==> config.mk <==
export PLATFORM = sky130hd
export DESIGN_NAME = bird_datapath
export DESIGN_NICKNAME = d
export VERILOG_FILES = /design/src/rtl/bird_pkg.sv /design/src/rtl/sprite_sweep.sv /design/src/rtl/bird_datapath.sv
export SDC_FILE = /design/constraint.sdc
export NUM_CORES = 1
export LEC_CHECK = 0
export CAP_MARGIN = 20
export CORE_UTILIZATION = 30
export DETAILED_ROUTE_END_ITERATION = 8
export GPL_TIMING_DRIVEN = 0
export HOLD_SLACK_MARGIN = 0.02
export PLACE_DENSITY_LB_ADDON = 0.3
export SLEW_MARGIN = 0
export SYNTH_ARGS = -nofsm -noshare
export SYNTH_HDL_FRONTEND = slang
export SYNTH_SLANG_ARGS = --single-unit
==> constraint.sdc <==
create_clock -name clk -period 3.31 [get_ports clk]
set_input_delay 0.662 -clock clk [delete_from_list [all_inputs] [get_ports clk]]
set_output_delay 0.662 -clock clk [all_outputs]
set_load 0.01 [all_outputs]
==> src/rtl/bird_pkg.sv <==
// Shared definitions for the bird control FSM and its datapath:
// state codes, colours, screen geometry and the saturating step helper.
package bird_pkg;

  localparam logic [3:0] ST_HOLD    = 4'd0;
  localparam logic [3:0] ST_LEFT    = 4'd1;
  localparam logic [3:0] ST_RIGHT   = 4'd2;
  localparam logic [3:0] ST_UP      = 4'd3;
  localparam logic [3:0] ST_DOWN    = 4'd4;
  localparam logic [3:0] ST_CLEAR   = 4'd5;
  localparam logic [3:0] ST_DRAW    = 4'd6;
  localparam logic [3:0] ST_SHOT    = 4'd7;
  localparam logic [3:0] ST_ESCAPE  = 4'd8;
  localparam logic [3:0] ST_PREHOLD = 4'd9;

  localparam logic [2:0] BIRD_COL = 3'b110;
  localparam logic [2:0] SHOT_COL = 3'b100;
  localparam logic [2:0] BG_COL   = 3'b011;

  localparam int SCR_W = 160;
  localparam int SCR_H = 120;

  typedef enum logic [1:0] {
    SW_IDLE,
    SW_CLR,
    SW_DRW,
    SW_DONE
  } sweep_state_t;

  typedef enum logic [1:0] {
    ANIM_NONE,
    ANIM_SHOT,
    ANIM_ESCAPE
  } anim_mode_t;

  // Moves and falls saturate at the screen edge instead of wrapping.
  function automatic int sat_step(input int v, input int d, input int hi);
    int r;
    r = v + d;
    if (r < 0) r = 0;
    else if (r > hi) r = hi;
    return r;
  endfunction

endpackage

==> src/rtl/sprite_sweep.sv <==
// Raster engine for one sprite: an optional background clear sweep,
// optionally chained straight into a paint sweep, then a one-cycle done.
module sprite_sweep
  import bird_pkg::*;
#(
  parameter int SPR_W = 4,
  parameter int SPR_H = 4
) (
  input  logic       clk,
  input  logic       reset,
  input  logic       start,
  input  logic       do_clr,
  input  logic       do_drw,
  input  logic [7:0] clr_x,
  input  logic [6:0] clr_y,
  input  logic [7:0] drw_x,
  input  logic [6:0] drw_y,
  input  logic [2:0] drw_colour,
  output logic [7:0] vga_x,
  output logic [6:0] vga_y,
  output logic [2:0] vga_colour,
  output logic       vga_plot,
  output logic       done,
  output logic       busy
);

  localparam int CXW = (SPR_W > 1) ? $clog2(SPR_W) : 1;
  localparam int CYW = (SPR_H > 1) ? $clog2(SPR_H) : 1;
  localparam logic [CXW-1:0] CX_LAST = CXW'(SPR_W - 1);
  localparam logic [CYW-1:0] CY_LAST = CYW'(SPR_H - 1);

  sweep_state_t   state;
  logic [CXW-1:0] cx, cx_nxt;
  logic [CYW-1:0] cy, cy_nxt;
  logic [7:0]     base_x, dx_q;
  logic [6:0]     base_y, dy_q;
  logic [2:0]     dcol_q;
  logic           drw_after;
  logic           last_px;

  assign last_px = (cx == CX_LAST) && (cy == CY_LAST);
  assign busy    = (state != SW_IDLE);

  always_comb begin
    cx_nxt = cx + 1'b1;
    cy_nxt = cy;
    if (cx == CX_LAST) begin
      cx_nxt = '0;
      cy_nxt = cy + 1'b1;
    end
  end

  // Outputs always show the pixel addressed by the current cx/cy.
  always_ff @(posedge clk) begin
    if (reset) begin
      state      <= SW_IDLE;
      cx         <= '0;
      cy         <= '0;
      base_x     <= '0;
      base_y     <= '0;
      dx_q       <= '0;
      dy_q       <= '0;
      dcol_q     <= '0;
      drw_after  <= 1'b0;
      vga_x      <= '0;
      vga_y      <= '0;
      vga_colour <= '0;
      vga_plot   <= 1'b0;
      done       <= 1'b0;
    end else begin
      case (state)
        SW_IDLE: begin
          done     <= 1'b0;
          vga_plot <= 1'b0;
          if (start && (do_clr || do_drw)) begin
            cx       <= '0;
            cy       <= '0;
            dx_q     <= drw_x;
            dy_q     <= drw_y;
            dcol_q   <= drw_colour;
            vga_plot <= 1'b1;
            if (do_clr) begin
              state      <= SW_CLR;
              drw_after  <= do_drw;
              base_x     <= clr_x;
              base_y     <= clr_y;
              vga_x      <= clr_x;
              vga_y      <= clr_y;
              vga_colour <= BG_COL;
            end else begin
              state      <= SW_DRW;
              drw_after  <= 1'b0;
              base_x     <= drw_x;
              base_y     <= drw_y;
              vga_x      <= drw_x;
              vga_y      <= drw_y;
              vga_colour <= drw_colour;
            end
          end
        end
        SW_CLR, SW_DRW: begin
          if (!last_px) begin
            cx    <= cx_nxt;
            cy    <= cy_nxt;
            vga_x <= base_x + 8'(cx_nxt);
            vga_y <= base_y + 7'(cy_nxt);
          end else if (drw_after) begin
            // Clear-then-paint runs back to back with no gap or done pulse.
            state      <= SW_DRW;
            drw_after  <= 1'b0;
            cx         <= '0;
            cy         <= '0;
            base_x     <= dx_q;
            base_y     <= dy_q;
            vga_x      <= dx_q;
            vga_y      <= dy_q;
            vga_colour <= dcol_q;
          end else begin
            state    <= SW_DONE;
            vga_plot <= 1'b0;
            done     <= 1'b1;
          end
        end
        SW_DONE: begin
          state <= SW_IDLE;
          done  <= 1'b0;
        end
        default: state <= SW_IDLE;
      endcase
    end
  end

endmodule

==> src/rtl/bird_datapath.sv <==
// Bird datapath: position, entry detection, fall/escape animation and
// pending-request handling around the sprite sweep engine.
module bird_datapath
  import bird_pkg::*;
#(
  parameter int SPR_W     = 4,
  parameter int SPR_H     = 4,
  parameter int STEP      = 1,
  parameter int FALL_STEP = 2,
  parameter int SPAWN_X   = 76,
  parameter int SPAWN_Y   = 100
) (
  input  logic       clk,
  input  logic       reset,
  input  logic [3:0] state_in,
  input  logic       frame_tick,
  output logic [7:0] vga_x,
  output logic [6:0] vga_y,
  output logic [2:0] vga_colour,
  output logic       vga_plot,
  output logic       draw_done,
  output logic       flying,
  output logic [7:0] bird_x,
  output logic [6:0] bird_y
);

  localparam int X_LIM = SCR_W - SPR_W;
  localparam int Y_LIM = SCR_H - SPR_H;

  logic [3:0] prev_state, pend_code, req_code;
  logic       entry, entry_sweep;
  logic [7:0] drawn_x, upd_x;
  logic [6:0] drawn_y, upd_y, anim_y, drw_y;
  logic [2:0] drw_col;
  anim_mode_t anim_mode;
  logic       anim_spent, anim_last;
  logic       pending, upd_drawn, kill_on_done;
  logic       sweep_fire, anim_fire, start, do_clr, do_drw;
  logic       sw_busy, sw_done;
  int         ny;

  assign entry       = (state_in != prev_state);
  assign entry_sweep = entry && ((state_in == ST_CLEAR) || (state_in == ST_DRAW));
  assign draw_done   = sw_done;

  // Choose what, if anything, the sweep engine starts this cycle.
  always_comb begin
    ny        = int'(bird_y);
    anim_last = 1'b0;
    if (anim_mode == ANIM_SHOT) begin
      ny        = sat_step(int'(bird_y), FALL_STEP, Y_LIM);
      anim_last = (ny == Y_LIM);
    end else if (anim_mode == ANIM_ESCAPE) begin
      ny        = sat_step(int'(bird_y), -FALL_STEP, Y_LIM);
      anim_last = (ny == 0);
    end
    anim_y = 7'(ny);

    req_code = ST_HOLD;
    if (entry_sweep) req_code = state_in;
    else if (pending) req_code = pend_code;

    sweep_fire = !sw_busy && ((req_code == ST_CLEAR) || (req_code == ST_DRAW));
    anim_fire  = !sw_busy && !sweep_fire && frame_tick &&
                 (anim_mode != ANIM_NONE) && !anim_spent;
    start      = sweep_fire || anim_fire;
    do_clr     = anim_fire || (sweep_fire && (req_code == ST_CLEAR));
    do_drw     = (anim_fire && !anim_last) || (sweep_fire && (req_code == ST_DRAW));
    drw_y      = anim_fire ? anim_y : bird_y;
    drw_col    = (anim_fire && (anim_mode == ANIM_SHOT)) ? SHOT_COL : BIRD_COL;
  end

  always_ff @(posedge clk) begin
    if (reset) begin
      prev_state   <= ST_HOLD;
      bird_x       <= 8'(SPAWN_X);
      bird_y       <= 7'(SPAWN_Y);
      drawn_x      <= 8'(SPAWN_X);
      drawn_y      <= 7'(SPAWN_Y);
      flying       <= 1'b1;
      anim_mode    <= ANIM_NONE;
      anim_spent   <= 1'b0;
      pending      <= 1'b0;
      pend_code    <= ST_HOLD;
      upd_drawn    <= 1'b0;
      kill_on_done <= 1'b0;
      upd_x        <= '0;
      upd_y        <= '0;
    end else begin
      prev_state <= state_in;

      // The drawn position only moves once its paint sweep has finished.
      if (sw_done) begin
        if (upd_drawn) begin
          drawn_x <= upd_x;
          drawn_y <= upd_y;
        end
        if (kill_on_done) flying <= 1'b0;
        upd_drawn    <= 1'b0;
        kill_on_done <= 1'b0;
      end

      if (entry_sweep && sw_busy) begin
        pending   <= 1'b1;
        pend_code <= state_in;
      end else if (sweep_fire) begin
        pending <= 1'b0;
      end

      if (sweep_fire && (req_code == ST_DRAW)) begin
        upd_drawn <= 1'b1;
        upd_x     <= bird_x;
        upd_y     <= bird_y;
      end

      if (anim_fire) begin
        anim_spent <= anim_last;
        bird_y     <= anim_y;
        if (anim_last) begin
          kill_on_done <= 1'b1;
        end else begin
          upd_drawn <= 1'b1;
          upd_x     <= bird_x;
          upd_y     <= anim_y;
        end
      end

      if (entry) begin
        case (state_in)
          ST_LEFT:   bird_x <= 8'(sat_step(int'(bird_x), -STEP, X_LIM));
          ST_RIGHT:  bird_x <= 8'(sat_step(int'(bird_x), STEP, X_LIM));
          ST_UP:     bird_y <= 7'(sat_step(int'(bird_y), -STEP, Y_LIM));
          ST_DOWN:   bird_y <= 7'(sat_step(int'(bird_y), STEP, Y_LIM));
          ST_SHOT: begin
            anim_mode  <= ANIM_SHOT;
            anim_spent <= 1'b0;
          end
          ST_ESCAPE: begin
            anim_mode  <= ANIM_ESCAPE;
            anim_spent <= 1'b0;
          end
          ST_PREHOLD: begin
            bird_x       <= 8'(SPAWN_X);
            bird_y       <= 7'(SPAWN_Y);
            drawn_x      <= 8'(SPAWN_X);
            drawn_y      <= 7'(SPAWN_Y);
            anim_mode    <= ANIM_NONE;
            anim_spent   <= 1'b0;
            flying       <= 1'b1;
            upd_drawn    <= 1'b0;
            kill_on_done <= 1'b0;
          end
          default: ;
        endcase
      end
    end
  end

  sprite_sweep #(
    .SPR_W(SPR_W),
    .SPR_H(SPR_H)
  ) u_sweep (
    .clk       (clk),
    .reset     (reset),
    .start     (start),
    .do_clr    (do_clr),
    .do_drw    (do_drw),
    .clr_x     (drawn_x),
    .clr_y     (drawn_y),
    .drw_x     (bird_x),
    .drw_y     (drw_y),
    .drw_colour(drw_col),
    .vga_x     (vga_x),
    .vga_y     (vga_y),
    .vga_colour(vga_colour),
    .vga_plot  (vga_plot),
    .done      (sw_done),
    .busy      (sw_busy)
  );

endmodule

# ---- Word level (Yosys, flattened, before mapping)
# Index checks and enable logic that the tools add are counted.
dict set report totals {
  regBits 120
  latch_bits 0
  ramBits 0
  rom_bits 0
  out_inout_bits 36
  word_cells 222
  memories 0
}
dict set report classes {
  n_addsub 10
  multipliers 0
  div 0
  n_lt_le_gt_ge 12
  n_eq_ne 25
  shift 0
  mux 104
  bitwise_logic 0
  n_reduce_logical 43
}
# op count
set op_table {}
lappend op_table {{two-way mux 32 bit} 5}
lappend op_table {{two-way mux 8 bit} 18}
lappend op_table {{two-way mux 7 bit} 20}
lappend op_table {{equality test 32 x 8 -> 1 bit (second input constant)} 1}
lappend op_table {{logical NOT 32 bit} 1}
lappend op_table {{one-hot mux 8 bit (2 select lines)} 2}
lappend op_table {{two-way mux 1 bit} 31}
lappend op_table {{one-hot mux 7 bit (2 select lines)} 2}
lappend op_table {{> comparator 9 x 8 -> 1 bit (second input constant)} 3}
lappend op_table {{< comparator 9 x 1 -> 1 bit (second input constant)} 3}
lappend op_table {{equality test 4 x 3 -> 1 bit (second input constant)} 6}
lappend op_table {{one-hot mux 8 bit (3 select lines)} 1}
lappend op_table {{one-hot mux 7 bit (3 select lines)} 1}
lappend op_table {{two-way mux 2 bit} 10}
lappend op_table {{adder 8 x 1 -> 9 bit (second input constant)} 2}
lappend op_table {{> comparator 8 x 7 -> 1 bit (second input constant)} 2}
lappend op_table {{< comparator 8 x 1 -> 1 bit (second input constant)} 2}
lappend op_table {{logical AND 1 bit} 13}
lappend op_table {{two-way mux 3 bit} 4}
lappend op_table {{one-hot mux 2 bit (3 select lines)} 2}
lappend op_table {{adder 9 x 1 -> 10 bit (second input constant)} 1}
lappend op_table {{equality test 2 bit (second input constant)} 5}
lappend op_table {{> comparator 10 x 9 -> 1 bit (second input constant)} 1}
lappend op_table {{< comparator 10 x 1 -> 1 bit (second input constant)} 1}
lappend op_table {{other kinds (28)} 57}

# ---- Longest topological paths before layout
dict set report logic_depth {
  ltp_word 18
  depth_mapped 12
  mapped_depth_nobuf 11
}

# ---- Cells and area by module
# A second synthesis with hierarchy kept.
dict set report hier_totals {
  cells_unflattened 1000
  area_unflattened_um2 7663.6
}
# module instances cells_each area_each_um2
set modules_own_cells {}
lappend modules_own_cells {bird_datapath 1 587 4372.9}
lappend modules_own_cells {sprite_sweep 1 413 3290.7}

# ---- Worst setup path before layout
# Ideal clock, no wire load.
dict set report synth_timing {
  kind {register to register}
  from {reg bird_y[2]}
  to {reg bird_y[4]}
  arrival_ps 2920
  required_ps 3215
  slack_ps 295
  stages_incl_launch_ff 13
  path_buffers 3
  path_cell_list {dfxtp_1 clkbuf_1 clkbuf_1 inv_1 ha_1 clkbuf_1 or4_1 a21oi_1 a21o_1 a21oi_1 o31ai_1 mux2i_1 a221oi_1}
}
dict set report synth_between {
  elab_chain_len 11
}
# item line_no
set synth_lines {}
lappend synth_lines {{start: declaration} bird_datapath.sv:24} ;# output logic [6:0] bird_y
lappend synth_lines {{start signal: assignment} bird_datapath.sv:77} ;# bird_y <= 7'(SPAWN_Y);
lappend synth_lines {{start signal: assignment} bird_datapath.sv:118} ;# bird_y <= anim_y;
lappend synth_lines {{start signal: assignment} bird_datapath.sv:132} ;# ST_UP: bird_y <= 7'(sat_step(int'(bird_y), -STEP, Y_LIM));
lappend synth_lines {{adder 8 x 2 -> 9 bit} bird_pkg.sv:39} ;# r = v + d;
lappend synth_lines {{> comparator 9 x 8 -> 1 bit} bird_pkg.sv:41} ;# else if (r > hi) r = hi;
lappend synth_lines {{two-way mux 32 bit} bird_pkg.sv:41}
lappend synth_lines {{two-way mux 32 bit} bird_pkg.sv:40} ;# if (r < 0) r = 0;
lappend synth_lines {{two-way mux 32 bit} bird_datapath.sv:53} ;# end else if (anim_mode == ANIM_ESCAPE) begin
lappend synth_lines {{two-way mux 32 bit} bird_datapath.sv:50} ;# if (anim_mode == ANIM_SHOT) begin
lappend synth_lines {{two-way mux 7 bit} bird_datapath.sv:53}
lappend synth_lines {{two-way mux 7 bit} bird_datapath.sv:50}
lappend synth_lines {{two-way mux 7 bit} bird_datapath.sv:116} ;# if (anim_fire) begin
lappend synth_lines {{one-hot mux 7 bit (3 select lines)} bird_datapath.sv:129} ;# case (state_in)
lappend synth_lines {{two-way mux 7 bit (*)} bird_datapath.sv:128} ;# if (entry) begin
# Mark *: on every way between the ends. The rest lies on a longest branch, timed or not. The select of a mux whose other input is x is not followed.
# A chain may end at the register's enable or synchronous reset.

# ---- Worst setup path after layout
dict set report layout_timing {
  from {reg bird_y[2]}
  to {reg bird_y[0]}
}
# Same word-level chain as after synthesis.

==> out/summary.md <==
- **FF/Latch Area** 2380 µm²
- **worst slack on hold paths** 0.447 ns
- **fin crit share** 99.7%
- **Total Power Consumption** 0.00618 W
- **total global routing track utilization** 21.5%
- **reported leakage power** 3.43 nW
- **Clock Skew** 0.0123 ns
- **number of buffers inserted by hold repair at cts** 0
- **cell accounting for the most synthesized area** sky130_fd_sc_hd__dfxtp_1
- **Sinks on Clock Net** 119
- **Psw** 0.00244 W
- **post-synthesis adder-cell area fraction** 3.94%
- **leading post-synthesis cells by cell area** sky130_fd_sc_hd__dfxtp_1 30%, sky130_fd_sc_hd__nand2_1 6.0%, sky130_fd_sc_hd__a21oi_1 4.0%
- **register share of total power** 29.6%
- **largest fanout on the critical path** 10
- **dominant combinational cell family by area after synthesis** compound AO/OA/AOI/OAI gates
- **worst r2r path cells** 10
- **vertical extent of the die** 165 µm
- **kind of critical path** flop to flop
- **CP startpoint kind** flop
- **capturing element of the worst setup path** bird_y[0]
- **initial antenna violation count** 0
- **Die W** 165 µm
- **final setup vio count** 0
- **nets** 1148
- **Top FF cell, synth** sky130_fd_sc_hd__dfxtp_1
- **number of max-capacitance violations reported** 0
- **origin of the critical flop-to-flop path** bird_y[2]
- **proportion of synthesized chip area in sequential cells** 29.8%
- **share of final-layout standard cells stronger than drive strength 1** 11.0%
- **failing checks** DRC
- **WL/cell** 19.6 µm
- **cell row count** 59
- **synthesis warning total** 0
- **Worst Tran Pin Value** 0.870 ns
- **placed instance count** 1429
- **clock edge transition at the registers on the reported setup and hold paths** 0.06 ns
- **I/O pins** 43
- **die outline area** 27300 µm²
- **r2r endpoint** bird_y[0]
- **tightest slew margin relative to the limit** 42.0%
- **fraction of power spent switching nets** 39.4%
- **number of vias per cell** 5.70
- **highest clock rate** 0.303 GHz
- **cell internal pwr** 0.00375 W
- **Worst EP arrival** 3.59 ns
- **power share of the combinational group** 39.8%
- **async set or reset register ratio after synthesis** 0%
- **clock buffer count from CTS** 17
- **cell at the root of the clock tree** sky130_fd_sc_hd__clkbuf_16
- **effective utilization at floorplan** 30.6%
- **first-pass GRT wire length** 45.0 mm
- **Seq cells post-synth** 119
- **Worst Setup End Kind** flop
- **classification of the worst-slack hold path** flop to flop
- **mux contribution to synthesized area** 2.36%
- **Post-Syn Nets** 1086
- **area of the mapped netlist** 8010 µm²
- **Final Hold Violating Endpoints** 0
- **number of DRC markers in iteration 0** 753
- **Layout area overhead** 19.6%
- **final weighted congestion in routability-driven placement** 0.930
- **count of cell types in the netlist** 81
- **pin count of the biggest net entering global routing** 17
- **area of the core** 26100 µm²
- **number of iterations in the first detailed-routing pass** 7
- **vias in the first global route** 7798
- **htree depth** 4
- **port bufs** 39
- **power density relative to cell area** 645 nW/µm²
- **synthesized-area fraction occupied by ao, oa, aoi and oai cells** 29.1%
- **placed wire-length estimate** 21.2 mm
- **number of enable-type register cells in the synthesized netlist** 0
- **Yosys top cell area share** 29.8%
- **area of the multi-input gates** 5220 µm²
- **post-placement setup slack** -0.795 ns
- **critical path launch point** bird_y[2]
- **cell count after synthesis** 1055
- **maximum ir drop on the vdd rail** 0.330 mV
- **hold-critical path depth** 2
- **least setup slack across all paths after layout** 0.00968 ns
- **endpoint required time on the critical path** 3.60 ns
- **number of filler cells placed in the layout** 2793
- **Non-Filler Instances** 1465
- **outcome** finished with violations
- **worst reg2reg setup slack** 0.01 ns
- **clock period minus final worst setup slack** 3.30 ns
- **count of antenna diodes in the layout** 0
- **post-synthesis simple-gate area fraction** 25.2%
- **area share of xor/xnor cells in the synthesized design** 3.27%
- **TritonCTS clock tree** built
- **antenna viol nets, final** 0
- **Overflow after GRT** 0
- **DRC errors left** 8
- **Worst-Skew Late Latency** 0.43 ns
- **clock network power share** 30.6%
- **average cell area after synthesis** 7.59 µm²
- **via count** 8351
- **deepest clock path buffer count** 2
- **Routed Wire Length** 28.7 mm
- **fin. max-slew vios** 0
==> Yosys cell counts, types with 16 or more instances <==
master / instances
sky130_fd_sc_hd__nor3_1: 53
sky130_fd_sc_hd__a211oi_1: 30
sky130_fd_sc_hd__nand2b_1: 24
sky130_fd_sc_hd__nor2b_1: 16
sky130_fd_sc_hd__a31oi_1: 42
sky130_fd_sc_hd__dfxtp_1: 119
sky130_fd_sc_hd__inv_1: 30
sky130_fd_sc_hd__xnor2_1: 19
sky130_fd_sc_hd__ha_1: 22
sky130_fd_sc_hd__or3_1: 26
sky130_fd_sc_hd__clkbuf_1: 72
sky130_fd_sc_hd__o21ai_0: 61
sky130_fd_sc_hd__nor2_1: 65
sky130_fd_sc_hd__nand3_1: 39
sky130_fd_sc_hd__a21oi_1: 64
sky130_fd_sc_hd__nand2_1: 128
sky130_fd_sc_hd__o211ai_1: 23
==> area by class of cell <==
class,instances,share of cell area (%)
plain buffers,91,4.18
clock buffers,21,4.91
clock inverters,11,1.28
inverters,33,1.41
multi-input cells,811,54.5
flip-flops and latches,119,24.9
well taps,335,4.38
repair buffers,44,4.47
==> power by group through the flow <==
| stage | clock network, W | registers [W] | logic, W |
|---|---|---|---|
| 2_1_floorplan | 0 | 0.00186 | 0.00153 |
| 3_3_place_gp | 0 | 0.00185 | 0.00236 |
| 3_5_place_dp | 0 | 0.00186 | 0.00236 |
| 4_1_cts | 0.00190 | 0.00183 | 0.00238 |
| 5_1_grt | 0.00196 | 0.00186 | 0.00269 |
| 6_report | 0.00189 | 0.00183 | 0.00246 |
==> worst min path at each step <==
| stage | slack (ns) | startpoint | end |
|---|---|---|---|
| finish | 0.45 | pend_code[2] | pend_code[2] |
| global route | 0.47 | upd_y[1] | drawn_y[1] |
| CTS | 0.45 | pend_code[2] | pend_code[2] |
| detailed placement | 0.44 | upd_y[0] | drawn_y[0] |
| global placement | 0.44 | pend_code[2] | pend_code[2] |
| floorplan | 0.42 | pend_code[2] | pend_code[2] |
==> routing by layer <==
metal  share of wire [%]  track usage [%]
met1                  45             28.5
met2                  45             33.8
met3                 6.2             3.55
met4                 3.6             9.92
met5                   0                0
==> logic make-up (layout without fill, tap and decap cells) <==
kind of cell    Yosys count  count (layout)
mux                      18              18
flops                   119             119
compound gates          331             331
buf+inv                 125             200
simple gates            409             409
xor+xnor                 29              29
fa+ha+maj                24              24
==> critical path, stage by stage, from the launching register on <==
cell and delay [ns]:
sky130_fd_sc_hd__dfxtp_1 0.39, sky130_fd_sc_hd__clkbuf_4 0.22, sky130_fd_sc_hd__buf_4 0.22, sky130_fd_sc_hd__clkinvlp_4 0.17
sky130_fd_sc_hd__ha_2 0.27, sky130_fd_sc_hd__or3_1 0.36, sky130_fd_sc_hd__o31a_1 0.25, sky130_fd_sc_hd__o21ai_0 0.42
sky130_fd_sc_hd__a22oi_1 0.21, sky130_fd_sc_hd__o21ai_1 0.43, sky130_fd_sc_hd__o21ai_0 0.19
==> what timing repair did <==
item	CTS	global route
endpoints found under the hold margin	0	0
setup endpoints to repair	33	54
pin swaps	0	1
resized for setup	15	26
gates cloned	0	0
buffers inserted	0	5
==> layout by cell type, fill, tap and decap left out, types with 5 or more instances in the layout <==
cell type | netlist | layout
sky130_fd_sc_hd__a21boi_0 | 7 | 7
sky130_fd_sc_hd__or3_1 | 26 | 26
sky130_fd_sc_hd__nand2_1 | 128 | 128
sky130_fd_sc_hd__a21oi_1 | 64 | 63
sky130_fd_sc_hd__nor2_1 | 65 | 65
sky130_fd_sc_hd__o32ai_2 | 9 | 9
sky130_fd_sc_hd__o32ai_1 | 8 | 8
sky130_fd_sc_hd__nor2b_1 | 16 | 15
sky130_fd_sc_hd__clkbuf_1 | 72 | 66
sky130_fd_sc_hd__nor3_2 | 0 | 8
sky130_fd_sc_hd__a311oi_1 | 10 | 10
sky130_fd_sc_hd__buf_4 | 0 | 6
sky130_fd_sc_hd__a211oi_1 | 30 | 30
sky130_fd_sc_hd__clkinvlp_4 | 0 | 7
sky130_fd_sc_hd__nand2b_1 | 24 | 23
sky130_fd_sc_hd__a221oi_1 | 7 | 6
sky130_fd_sc_hd__mux2_2 | 7 | 7
sky130_fd_sc_hd__a31oi_1 | 42 | 42
sky130_fd_sc_hd__and2_1 | 7 | 7
sky130_fd_sc_hd__nor3_1 | 53 | 45
sky130_fd_sc_hd__o211ai_1 | 23 | 23
sky130_fd_sc_hd__clkbuf_16 | 0 | 17
sky130_fd_sc_hd__nand4_1 | 7 | 7
sky130_fd_sc_hd__buf_2 | 12 | 12
sky130_fd_sc_hd__xor2_1 | 9 | 9
sky130_fd_sc_hd__and3_1 | 13 | 13
sky130_fd_sc_hd__o21a_1 | 5 | 5
sky130_fd_sc_hd__mux2i_1 | 11 | 10
sky130_fd_sc_hd__clkbuf_2 | 0 | 5
sky130_fd_sc_hd__dfxtp_1 | 119 | 118
sky130_fd_sc_hd__o21ai_0 | 61 | 60
sky130_fd_sc_hd__o31ai_2 | 3 | 5
sky130_fd_sc_hd__clkdlybuf4s50_1 | 0 | 39
sky130_fd_sc_hd__o22ai_1 | 6 | 6
sky130_fd_sc_hd__xnor2_1 | 19 | 19
sky130_fd_sc_hd__inv_1 | 30 | 25
sky130_fd_sc_hd__nand3_1 | 39 | 39
sky130_fd_sc_hd__ha_1 | 22 | 20
==> flip-flops by register name, indices dropped and copies added (netlist names), 7 cells and up <==
| signal | flops |
|---|---|
| bird_x | 8 |
| drawn_x | 8 |
| u_sweep.base_x | 8 |
| u_sweep.dx_q | 8 |
| u_sweep.vga_x | 8 |
| upd_x | 8 |
| bird_y | 7 |
| drawn_y | 7 |
| u_sweep.base_y | 7 |
| u_sweep.dy_q | 7 |
| u_sweep.vga_y | 7 |
| upd_y | 7 |
==> stage by stage <==
step,cell area [µm²],setup TNS (ns),util [%]
3_3_place_gp,8820,-26.22,33.7
3_5_place_dp,8820,-25.50,33.7
6_report,9580,0,36.7
4_1_cts,9440,0,36.1
5_1_grt,9580,-0.00175,36.7
2_1_floorplan,8010,0,-
Note: power is estimated with default switching activity, not from simulation.
